<file path="src/rtl/pipeline_ctrl_pkg.sv">
// Shared CPU header: pipeline-control FSM encodings and HI/LO unit latencies.
package pipeline_ctrl_pkg;

  localparam int unsigned DefaultDivCycles = 32;
  localparam int unsigned DefaultMulCycles = 2;

  // Mul/div sequencer states
  typedef enum logic [1:0] {
    MdIdle,
    MdBusy,
    MdDone
  } md_state_e;

  // Fetch flush states; Drop discards the stale in-flight fetch after an exception
  typedef enum logic {
    FlRun,
    FlDrop
  } fl_state_e;

  // Non-zero destination that feeds either decode source operand
  function automatic logic reg_match(logic [4:0] dst, logic [4:0] src1, logic [4:0] src2);
    return (dst != 5'd0) && ((dst == src1) || (dst == src2));
  endfunction

endpackage

</file>
<file path="src/rtl/pipeline_ctrl_md_sequencer.sv">
// HI/LO unit occupancy sequencer: tracks how long a mul/div keeps the unit busy.
module md_sequencer
  import pipeline_ctrl_pkg::*;
#(
  parameter int unsigned DIV_CYCLES = DefaultDivCycles,
  parameter int unsigned MUL_CYCLES = DefaultMulCycles
) (
  input  logic clk,
  input  logic reset,
  input  logic i_start,
  input  logic i_is_div,
  input  logic i_flush,
  output logic o_busy,
  output logic o_done
);

  localparam int unsigned CntW = (DIV_CYCLES > 1) ? $clog2(DIV_CYCLES) : 1;
  localparam logic [CntW-1:0] DivLoad = CntW'(DIV_CYCLES - 1);
  localparam logic [CntW-1:0] MulLoad = CntW'(MUL_CYCLES - 1);

  md_state_e       r_state;
  logic [CntW-1:0] r_cnt;
  logic            r_busy;
  logic            r_done;

  // Occupancy FSM with registered busy/done; a flush abandons the operation silently
  always_ff @(posedge clk or posedge reset) begin
    if (reset) begin
      r_state <= MdIdle;
      r_cnt   <= '0;
      r_busy  <= 1'b0;
      r_done  <= 1'b0;
    end else begin
      r_busy <= 1'b0;
      r_done <= 1'b0;
      case (r_state)
        // Done behaves like Idle for a back-to-back start
        MdIdle, MdDone: begin
          if (i_start && !i_flush) begin
            r_state <= MdBusy;
            r_cnt   <= i_is_div ? DivLoad : MulLoad;
            r_busy  <= 1'b1;
          end else begin
            r_state <= MdIdle;
          end
        end
        // Start is held by the stalled execute stage here, so it is not a new request
        MdBusy: begin
          if (i_flush) begin
            r_state <= MdIdle;
          end else if (r_cnt == '0) begin
            r_state <= MdDone;
            r_done  <= 1'b1;
          end else begin
            r_cnt  <= r_cnt - 1'b1;
            r_busy <= 1'b1;
          end
        end
        default: r_state <= MdIdle;
      endcase
    end
  end

  assign o_busy = r_busy;
  assign o_done = r_done;

endmodule

</file>
<file path="src/rtl/pipeline_ctrl.sv">
// Pipeline hazard controller: prioritised stall/bubble generation, HI/LO occupancy
// and stale-fetch dropping after an exception flush.
module pipeline_ctrl
  import pipeline_ctrl_pkg::*;
#(
  parameter int unsigned DIV_CYCLES = DefaultDivCycles,
  parameter int unsigned MUL_CYCLES = DefaultMulCycles
) (
  input  logic       clk,
  input  logic       reset,
  input  logic [4:0] d_src1,
  input  logic [4:0] d_src2,
  input  logic       d_isJumpInstr,
  input  logic [4:0] e_dst,
  input  logic [4:0] m_dst,
  input  logic       e_isLoad,
  input  logic       m_isLoad,
  input  logic       md_start,
  input  logic       md_isDiv,
  input  logic       i_req,
  input  logic       i_data_ok,
  input  logic       m_req,
  input  logic       m_data_ok,
  input  logic       m_excValid,
  output logic       F_stall,
  output logic       D_stall,
  output logic       E_stall,
  output logic       M_stall,
  output logic       D_bubble,
  output logic       E_bubble,
  output logic       M_bubble,
  output logic       W_bubble,
  output logic       md_busy,
  output logic       md_done,
  output logic       fetch_drop
);

  fl_state_e r_fl_state;
  logic      w_md_busy;
  logic      w_dmem_wait;
  logic      w_fetch_wait;
  logic      w_load_use;
  logic      w_branch_load;

  md_sequencer #(
    .DIV_CYCLES(DIV_CYCLES),
    .MUL_CYCLES(MUL_CYCLES)
  ) u_md_sequencer (
    .clk     (clk),
    .reset   (reset),
    .i_start (md_start),
    .i_is_div(md_isDiv),
    .i_flush (m_excValid),
    .o_busy  (w_md_busy),
    .o_done  (md_done)
  );

  assign md_busy = w_md_busy;

  assign w_dmem_wait   = m_req & ~m_data_ok;
  assign w_fetch_wait  = i_req & ~i_data_ok;
  assign w_load_use    = e_isLoad & reg_match(e_dst, d_src1, d_src2);
  assign w_branch_load = d_isJumpInstr & m_isLoad & reg_match(m_dst, d_src1, d_src2);

  // Flush FSM: after an exception with a fetch still in flight, drop its response
  always_ff @(posedge clk or posedge reset) begin
    if (reset) begin
      r_fl_state <= FlRun;
    end else begin
      case (r_fl_state)
        FlRun:   if (m_excValid && i_req && !i_data_ok) r_fl_state <= FlDrop;
        FlDrop:  if (i_data_ok) r_fl_state <= FlRun;
        default: r_fl_state <= FlRun;
      endcase
    end
  end

  // A response arriving in the exception cycle itself is already stale
  assign fetch_drop = ~reset & ((r_fl_state == FlDrop) | (m_excValid & i_data_ok));

  // Hazard priority: only the highest active hazard shapes the stall/bubble set
  always_comb begin
    F_stall  = 1'b0;
    D_stall  = 1'b0;
    E_stall  = 1'b0;
    M_stall  = 1'b0;
    D_bubble = 1'b0;
    E_bubble = 1'b0;
    M_bubble = 1'b0;
    W_bubble = 1'b0;
    if (reset) begin
      // all held low while in reset
    end else if (m_excValid) begin
      D_bubble = 1'b1;
      E_bubble = 1'b1;
      M_bubble = 1'b1;
    end else if (w_dmem_wait) begin
      // Also covers a busy HI/LO unit: M stall beats M bubble, counter keeps running
      F_stall  = 1'b1;
      D_stall  = 1'b1;
      E_stall  = 1'b1;
      M_stall  = 1'b1;
      W_bubble = 1'b1;
    end else if (w_md_busy) begin
      F_stall  = 1'b1;
      D_stall  = 1'b1;
      E_stall  = 1'b1;
      M_bubble = 1'b1;
    end else if (r_fl_state == FlDrop) begin
      // Fetch keeps moving so the stale response can be consumed and discarded
      D_bubble = 1'b1;
    end else if (w_fetch_wait) begin
      F_stall  = 1'b1;
      D_bubble = 1'b1;
    end else if (w_load_use || w_branch_load) begin
      F_stall  = 1'b1;
      D_stall  = 1'b1;
      E_bubble = 1'b1;
    end
  end

endmodule

</file>
<file path="config.mk">
export PLATFORM = sky130hd
export DESIGN_NAME = pipeline_ctrl
export DESIGN_NICKNAME = d
export VERILOG_FILES = /design/src/rtl/pipeline_ctrl_pkg.sv /design/src/rtl/pipeline_ctrl_md_sequencer.sv /design/src/rtl/pipeline_ctrl.sv
export SDC_FILE = /design/constraint.sdc
export NUM_CORES = 1
export LEC_CHECK = 0
export CAP_MARGIN = 20
export CELL_PAD_IN_SITES_DETAIL_PLACEMENT = 2
export CELL_PAD_IN_SITES_GLOBAL_PLACEMENT = 2
export CORE_MARGIN = 8
export CORE_UTILIZATION = 19
export CTS_BUF_LIST = sky130_fd_sc_hd__clkbuf_4
export DETAILED_ROUTE_END_ITERATION = 10
export HOLD_SLACK_MARGIN = 0.06
export PLACE_DENSITY_LB_ADDON = 0.3
export SYNTH_ARGS = -nofsm -noshare
export SYNTH_HDL_FRONTEND = slang
export SYNTH_SLANG_ARGS = --single-unit
</file>
<file path="constraint.sdc">
create_clock -name clk -period 2.1 [get_ports clk]
set_input_delay 0.525 -clock clk [delete_from_list [all_inputs] [get_ports clk]]
set_output_delay 0.525 -clock clk [all_outputs]
set_load 0.02 [all_outputs]
</file>
# After elaboration in Yosys (flattened, before gate mapping)
# Cells that the tools add are included.
[word_totals] inputBits=32 output_inout_bits=11 regBits=10
[op_classes] bitwise=12 eq_ne=10 mux=52 reduce_logical=17 add_sub_neg=1
[op_table] cell="$mux 1" count=42
[op_table] cell="$eq 5x5->1" count=4
[op_table] cell="$mux 5" count=4
[op_table] cell="$pmux 5 s2" count=1
[op_table] cell="$reduce_bool 5->1" count=2
[op_table] cell="$and 1x1->1" count=7
[op_table] cell="$logic_and 1x1->1" count=5
[op_table] cell="$logic_not 5->1" count=1
[op_table] cell="$sub 5x1->5 const B" count=1
[op_table] cell="$mux 2" count=2
[op_table] cell="$ne 2x2->1 const B" count=2
[op_table] cell="$not 1->1" count=4
[op_table] cell="$pmux 1 s2" count=2
[op_table] cell="$pmux 2 s2" count=1
[op_table] cell="$reduce_and 4->1" count=1
[op_table] cell="$logic_or 1x1->1" count=3
[op_table] cell="$ne 3x2->1 const B" count=1
[op_table] cell="$eq 2x1->1 const B" count=1
[op_table] cell="$eq 2x2->1 const B" count=1
[op_table] cell="$logic_not 1->1" count=2
[op_table] cell="$logic_not 2->1" count=1
[op_table] cell="$ne 2x1->1 const B" count=1
[op_table] cell="$reduce_bool 2->1" count=1
[op_table] cell="$reduce_or 2->1" count=1
[op_table] cell="$or 1x1->1" count=1

# Depth between registers and ports, before layout
# Gate-level depths: netlist of the first run.
[logic_depth] ltp_word=12 ltp_mapped=8

# Cells and area by module
# A second synthesis of the first run with hierarchy kept.
[hier_totals] cells_unflattened=111 area_unflattened_um2=939.7
[modules_own_cells] mod="md_sequencer" cells_per_inst=48 area_each_um2=500.5 n_inst=1
[modules_own_cells] mod="pipeline_ctrl" cells_per_inst=63 area_each_um2=439.2 n_inst=1

# Worst setup path before layout of the first run
# Ideal clock, no wire load.
[synth_path] kind="input to output" start="input port d_src1[4]" end="output port D_stall" arrival_time_ns=1.654 stages=5 n_path_buf=0 setup_slack_ns=-0.079 required_ns=1.575 cell_sequence="xnor2_1 > nand3_1 > o22ai_1 > a22oi_2 > a211oi_1"
[synth_via] elab_chain_cells=12 word_cells_on_any_way=16
[synth_lines] item="start, declared" line="pipeline_ctrl.sv:11" rtl="input logic [4:0] d_src1,"
[synth_lines] item="$eq 5x5->1" line="pipeline_ctrl_pkg.sv:22" rtl="return (dst != 5'd0) && ((dst == src1) || (dst == src2));"
[synth_lines] item="$logic_or 1x1->1" line="pipeline_ctrl_pkg.sv:22"
[synth_lines] item="$logic_and 1x1->1" line="pipeline_ctrl_pkg.sv:22"
[synth_lines] item="$and 1x1->1, on equally long branches" line="pipeline_ctrl.sv:62, pipeline_ctrl.sv:63"
[synth_lines] item="$logic_or 1x1->1 *" line="pipeline_ctrl.sv:115" rtl="end else if (w_load_use || w_branch_load) begin"
[synth_lines] item="$mux 1 *" line="pipeline_ctrl.sv:115"
[synth_lines] item="$mux 1 *" line="pipeline_ctrl.sv:112" rtl="end else if (w_fetch_wait) begin"
[synth_lines] item="$mux 1 *" line="pipeline_ctrl.sv:109" rtl="end else if (r_fl_state == FlDrop) begin"
[synth_lines] item="$mux 1 *" line="pipeline_ctrl.sv:104" rtl="end else if (w_md_busy) begin"
[synth_lines] item="$mux 1 *" line="pipeline_ctrl.sv:97" rtl="end else if (w_dmem_wait) begin"
[synth_lines] item="$mux 1 *" line="pipeline_ctrl.sv:93" rtl="end else if (m_excValid) begin"
[synth_lines] item="$mux 1 *" line="pipeline_ctrl.sv:91" rtl="if (reset) begin"
[synth_lines] item="end, declared" line="pipeline_ctrl.sv:26" rtl="output logic D_stall,"
# Every way passes the cells marked *; elsewhere a longest branch is shown, timed or not.

# Final worst setup path of the first run
[layout_path] start="input port m_dst[2]" end="output port D_stall"
[layout_via] elab_chain_cells=12 word_cells_on_any_way=14
[layout_lines] item="start, declared" line="pipeline_ctrl.sv:15" rtl="input logic [4:0] m_dst,"
[layout_lines] item="$eq 5x5->1" line="pipeline_ctrl_pkg.sv:22"
[layout_lines] item="$logic_or 1x1->1" line="pipeline_ctrl_pkg.sv:22"
[layout_lines] item="$logic_and 1x1->1 *" line="pipeline_ctrl_pkg.sv:22"
[layout_lines] item="$and 1x1->1 *" line="pipeline_ctrl.sv:63" rtl="assign w_branch_load = d_isJumpInstr & m_isLoad & reg_match(m_dst, d_src1, d_src2);"
[layout_lines] item="$logic_or 1x1->1 *" line="pipeline_ctrl.sv:115"
[layout_lines] item="$mux 1 *" line="pipeline_ctrl.sv:115"
[layout_lines] item="$mux 1 *" line="pipeline_ctrl.sv:112"
[layout_lines] item="$mux 1 *" line="pipeline_ctrl.sv:109"
[layout_lines] item="$mux 1 *" line="pipeline_ctrl.sv:104"
[layout_lines] item="$mux 1 *" line="pipeline_ctrl.sv:97"
[layout_lines] item="$mux 1 *" line="pipeline_ctrl.sv:93"
[layout_lines] item="$mux 1 *" line="pipeline_ctrl.sv:91"
# Marks and branches as above.

==> results of run 1 <==
-- critical path, delay by kind of cell --
family,cells,cell delay (ps)
and+or+nand+nor,2,610
buffers and inverters,2,270
AOI/OAI and AO/OA,3,530
-- stage by stage --
step	instance area, µm²	TNS, ps	instances
3_3_place_gp	1500	-6020	223
3_5_place_dp	1500	-6490	223
2_1_floorplan	865	-113	110
6_report	1630	-976	229
4_1_cts	1540	-1350	228
5_1_grt	1630	-1110	229
-- cell usage in the layout (no fill, tap or decap), types with 3 or more instances in the layout --
master | Yosys | routed
buf_4 | 1 | 28
xnor2_1 | 20 | 18
nand2_1 | 14 | 13
dfrtp_1 | 10 | 10
nor2_1 | 10 | 9
clkdlybuf4s50_1 | 0 | 9
dlygate4sd2_1 | 0 | 8
a21oi_1 | 7 | 6
clkbuf_2 | 0 | 6
buf_6 | 0 | 6
buf_2 | 1 | 5
inv_1 | 4 | 4
nand2b_4 | 0 | 4
nand3_1 | 6 | 4
dlymetal6s2s_1 | 0 | 4
nor2b_1 | 4 | 3
o21ai_1 | 3 | 3
nor3_1 | 5 | 3
clkbuf_4 | 0 | 3
-- routing by layer --
metal / global-route usage / routed length [µm] / share of wire / up-vias
li1: - / - / - / 509
met1: 0.119 / 1580 / 0.40 / 527
met2: 0.221 / 2210 / 0.56 / 22
met3: 0.0215 / 136 / 0.034 / 4
met4: 0.0319 / 42 / 0.011 / 0
met5: 0 / 0 / 0 / -
-- cell families (layout without fill, tap and decap cells) --
kind of cell / after synthesis / after routing / synth area share
compound gates: 24 / 24 / 0.185
xor+xnor: 20 / 20 / 0.205
fa+ha+maj: 1 / 1 / 0.0147
buf+inv: 8 / 75 / 0.0411
flops: 10 / 10 / 0.293
simple gates: 47 / 47 / 0.261
-- area by class of cell --
type                    count  area [µm²]  area share
clock buffers               3        22.5      0.0138
clock inverters             1        3.75     0.00230
inverters                   4        15.0     0.00921
multi-input cells          92         721       0.442
flip-flops and latches     10         250       0.153
well taps                  52        65.1      0.0399
repair buffers             67         553       0.339
-- state kept, by name, indices dropped and copies added, names as in the netlist --
name                    flops
u_md_sequencer.o_busy       1
u_md_sequencer.o_done       1
u_md_sequencer.r_state      2
r_fl_state                  1
u_md_sequencer.r_cnt        5
-- report_power, final --
group	internal [W]	total (W)	switching, W
clock network	0.0000686	0.000142	0.0000732
logic	0.000181	0.000358	0.000177
registers	0.000221	0.000248	0.0000263
-- repair_timing --
| item | 4_1_cts | 5_1_grt |
|---|---|---|
| setup endpoints to repair | 9 | 8 |
| buffers inserted | 1 | 2 |
| pin swaps | 13 | 17 |
| cloned | 0 | 0 |
| endpoints found under the hold margin | 0 | 0 |
| resized for setup | 98 | 33 |
-- final timing paths --
kind	depth (start not counted)	slack, ps	to
max in group asynchronous	3	1280	u_md_sequencer.o_busy
setup reg to reg	7	360	u_md_sequencer.r_cnt[2]
hold / removal	1	520	u_md_sequencer.o_done
min in group asynchronous	3	640	u_md_sequencer.o_done
setup / recovery	7	-360	D_stall
hold reg to reg	1	520	u_md_sequencer.o_done
==> out/metrics.yaml, run 1 <==
sta:
  period_share: 1.17
  worst_slack_ps: -362
  hold_violations: 0
  finalCriticalPeriod_ps: 2460
  fmax_mhz: 406
  slew_viol_final: 0
  setup_violations: 3
  rsz0062_at_grt: "yes"
  worst_pin_slew_ps: 268
  finClkSkew_ps: 5.56
  hold_slack_ps: 515
  slew_headroom: 0.822
worst_hold_path:
  hp-start: "u_md_sequencer.r_cnt[4]"
  min_path_type: "flip-flop to flip-flop"
critical_path:
  crit_path_cell_trace: "buf_6 > or4_4 > o211ai_4 > nor2_2 > a22oi_2 > a211oi_2 > buf_4"
  criticalPathCategory: "primary input to output port"
  end_kind: "output port"
  crit_slowest_cell: "or4_4"
  worst_ep_required_time_ps: 1570
  worst_ep_arrival_time_ps: 1940
  reg2reg_from: "u_md_sequencer.r_cnt[0]"
  startpoint: "m_dst[2]"
  crit_path_max_incr_delay_ps: 540
  critPathMaxFanout: 2
  startpoint_type: "primary input"
floorplan:
  rows: 24
  die-area_um2: 6890
  initial_core_util: 0.196
  core_um2: 4350
  die_h_um: 83.0
  pin_count: 43
  die_w_um: 83.0
grt:
  track_usage: 0.114
  grt_pass1_vias: 1262
  antenna_found_initial: 0
  grt_first_pass_wirelength_mm: 6.61
  grt_max_degree: 9
  grt.overflow.total: 0
clock_tree:
  h-tree-depth: 1
  cts_tree: "yes"
  cts_root_buf: "clkbuf_4"
  clockBufferDepth: 2
  cts_buffers: 3
  ctsHoldBuffers: 0
  cts_sinks: 10
  cts.clk_slew.worst_paths_ps: 80
  insertion_delay_ps: 260
logic_synthesis:
  synth_common_cells: "20 x xnor2_1, 14 x nand2_1, 10 x dfrtp_1, 10 x nor2_1, 7 x a21oi_1"
  synth_ff_type: "dfrtp_1"
  yosysWarnings: 0
  avgSynthCellArea_um2: 7.76
  ys_seq_area_frac: 0.293
  synthCells: 110
  synth_area_um2: 853
  synthTopCellsByArea: "dfrtp_1 29%, xnor2_1 21%, nand2_1 6.2%, nand2b_1 4.4%, nor2_1 4.4%"
  synth_edf_count: 0
  yosys.area.top_type: "dfrtp_1"
  async_flop_share: 1.00
  synth_fp_nets: 143
  synth_cell_types: 24
  synth_top_area_frac: 0.293
  synth-seq-cells: 10
  synth_most_common_cell: "xnor2_1"
flow_run:
  maxCapViolations: 0
final_layout:
  layout.nets: 211
  fillCellCount: 504
  drive_gt1_frac: 0.407
  finalCoreUtilization: 0.374
  syn_to_final_growth_pct: 91.1
  n_antenna_cell: 0
placed_design:
  place_ws_ps: -1180
  portBuffers: 42
  gp_congestion: 0.778
  hpwl_mm: 3.22
routing:
  drtPass1Iterations: 4
  routed_wl_mm: 3.97
  drc: 0
  drtIter0Drc: 16
  ant_nets: 0
  wl_per_cell_um: 17.3
  via_per_inst: 4.64
  via_count: 1062
run_status:
  outcome: "complete, but fails checks"
  violations: "negative setup slack"
pwr:
  ir_drop_v: 0.000208
  leakage_nw: 0.759
  totalPowerFinal_w: 0.000747
  p_per_area_nw_per_um2: 458
(Power assumes the default switching activity.)
==> run 2: changes to the inputs <==
SETUP_SLACK_MARGIN = 0.1   (was unset)
==> out/metrics.yaml, run 2 (synthesized netlist as in run 1, its figures left out) <==
clock_tree:
  cts_sinks: 10
  insertion_delay_ps: 260
  cts_buffers: 3
  cts_tree: "yes"
  cts_root_buf: "clkbuf_4"
  cts.clk_slew.worst_paths_ps: 60
  ctsHoldBuffers: 0
  clockBufferDepth: 2
  h-tree-depth: 1
final_layout:
  finalCoreUtilization: 0.386
  fillCellCount: 494
  multi_input_area_um2: 744
  regMostFlops: "u_md_sequencer.r_cnt"
  syn_to_final_growth_pct: 97.1
  largest_reg_flops: 5
  n_antenna_cell: 0
  layout.nets: 213
  final_common_cell: "buf_4"
  drive_gt1_frac: 0.427
  reg_top3: "u_md_sequencer.r_cnt x5, u_md_sequencer.r_state x2"
  mostFrequentLayoutCells: "27 x buf_4, 15 x xnor2_1, 14 x nand2_1"
  ff_latch_area_um2: 250
routing:
  wl_per_cell_um: 18.0
  routed_wl_mm: 4.15
  drtIter0Drc: 12
  ant_nets: 0
  drc: 0
  via_count: 1046
  via_per_inst: 4.55
  drtPass1Iterations: 4
pwr:
  ir_drop_v: 0.000301
  p_per_area_nw_per_um2: 444
  leakage_nw: 0.769
sta:
  setup_violations: 3
  worst_slack_ps: -353
  finClkSkew_ps: 4.11
  hold_violations: 0
  finalCriticalPeriod_ps: 2450
  worst_pin_slew_ps: 300
  slew_headroom: 0.798
  hold_slack_ps: 394
  period_share: 1.17
  slew_viol_final: 0
  fmax_mhz: 408
  rsz0062_at_grt: "yes"
placed_design:
  gp_congestion: 0.751
  place_ws_ps: -1120
  portBuffers: 42
  hpwl_mm: 3.35
critical_path:
  worst_ep_arrival_time_ps: 1930
  crit_path_max_incr_delay_ps: 530
  startpoint_type: "primary input"
  criticalPathCategory: "primary input to output port"
  worst_ep_required_time_ps: 1570
  end_kind: "output port"
  crit_slowest_cell: "or4_4"
  reg2reg_slack_ps: 410
  critPathMaxFanout: 2
  crit_path_cell_trace: "buf_6 > or4_4 > o211ai_2 > nor2_2 > a22oi_2 > a211oi_2 > buf_4"
floorplan:
  die_h_um: 83.0
  core_um2: 4350
  rows: 24
  pin_count: 43
  die_w_um: 83.0
  die-area_um2: 6890
  initial_core_util: 0.196
grt:
  grt_pass1_vias: 1249
  grt.overflow.total: 0
  grt_first_pass_wirelength_mm: 6.64
  grt_max_degree: 11
  antenna_found_initial: 0
  track_usage: 0.117
flow_run:
  maxCapViolations: 0
run_status:
  violations: "negative setup slack"
  outcome: "complete, but fails checks"
worst_hold_path:
  min_path_type: "primary input to async pin"
[run 2: cell count changes in the layout (fill, tap and decap cells not counted), sizes merged]
cell	change
clkdlybuf4s50	-2
dlymetal6s2s	-3
buf	+3
dlygate4sd2	+4
clkbuf	-3
clkdlybuf4s15	+3
clkinv	-1
[run 2: through the flow]
stage	instance area (µm²)	cells	power, W	setup TNS (ps)
finish	1680	230	0.000746	-1010
detailed placement	1540	222	0.000590	-6320
global route	1680	230	0.000799	-1120
floorplan	907	110	0.000407	-102
CTS	1620	229	0.000737	-902
global placement	1540	222	0.000573	-6030
[run 2: per-layer routing]
metal,track usage,part of all wire,up-vias
met3,0.0107,0.017,6
met2,0.240,0.59,15
met4,0.0319,0.015,0
met1,0.119,0.38,512
met5,0,0,-
li1,-,-,513
[run 2: path summary, 6_finish.rpt]
path / start / to / cells after the start
worst min-delay path: reset / r_fl_state / 3
worst min register to register: u_md_sequencer.r_cnt[4] / u_md_sequencer.o_done / 1
worst max-delay path: m_dst[3] / D_stall / 7
max in group asynchronous: reset / u_md_sequencer.r_cnt[2] / 3
worst max register to register: u_md_sequencer.r_cnt[0] / u_md_sequencer.r_cnt[2] / 7
min in group clk: u_md_sequencer.r_cnt[4] / u_md_sequencer.o_done / 1
[run 2: report_power, final]
group	internal [W]	leakage [nW]	total, W	switching, W
logic	0.000190	0.629	0.000370	0.000180
registers	0.000222	0.126	0.000246	0.0000238
clock network	0.0000662	0.0138	0.000131	0.0000646
[run 2: timing repair]
action	in CTS	in global routing
setup endpoints to repair	9	7
buffers inserted	4	1
pin swaps	19	13
resized for setup	113	18
hold endpoints to repair	0	0
cloned	0	0
[run 2: layout make-up]
| cell class | count | share of cell area |
|---|---|---|
| clock buffer | 3 | 0.0134 |
| inverter | 4 | 0.00893 |
| multi-input combinational | 92 | 0.443 |
| tap | 52 | 0.0387 |
| timing repair buffer | 69 | 0.347 |
| sequential | 10 | 0.149 |
[run 2: worst max-delay path, delay by kind of cell]
family	cells	cell delay, ps
AND/OR/NAND/NOR	2	600
AO/OA/AOI/OAI	3	540
buffers and inverters	2	260
==> run 3: changes to the inputs <==
ABC_AREA = 0   (was unset)
==> results of run 3 <==
The final DEF is identical to that of run 2; final timing and power are the same.
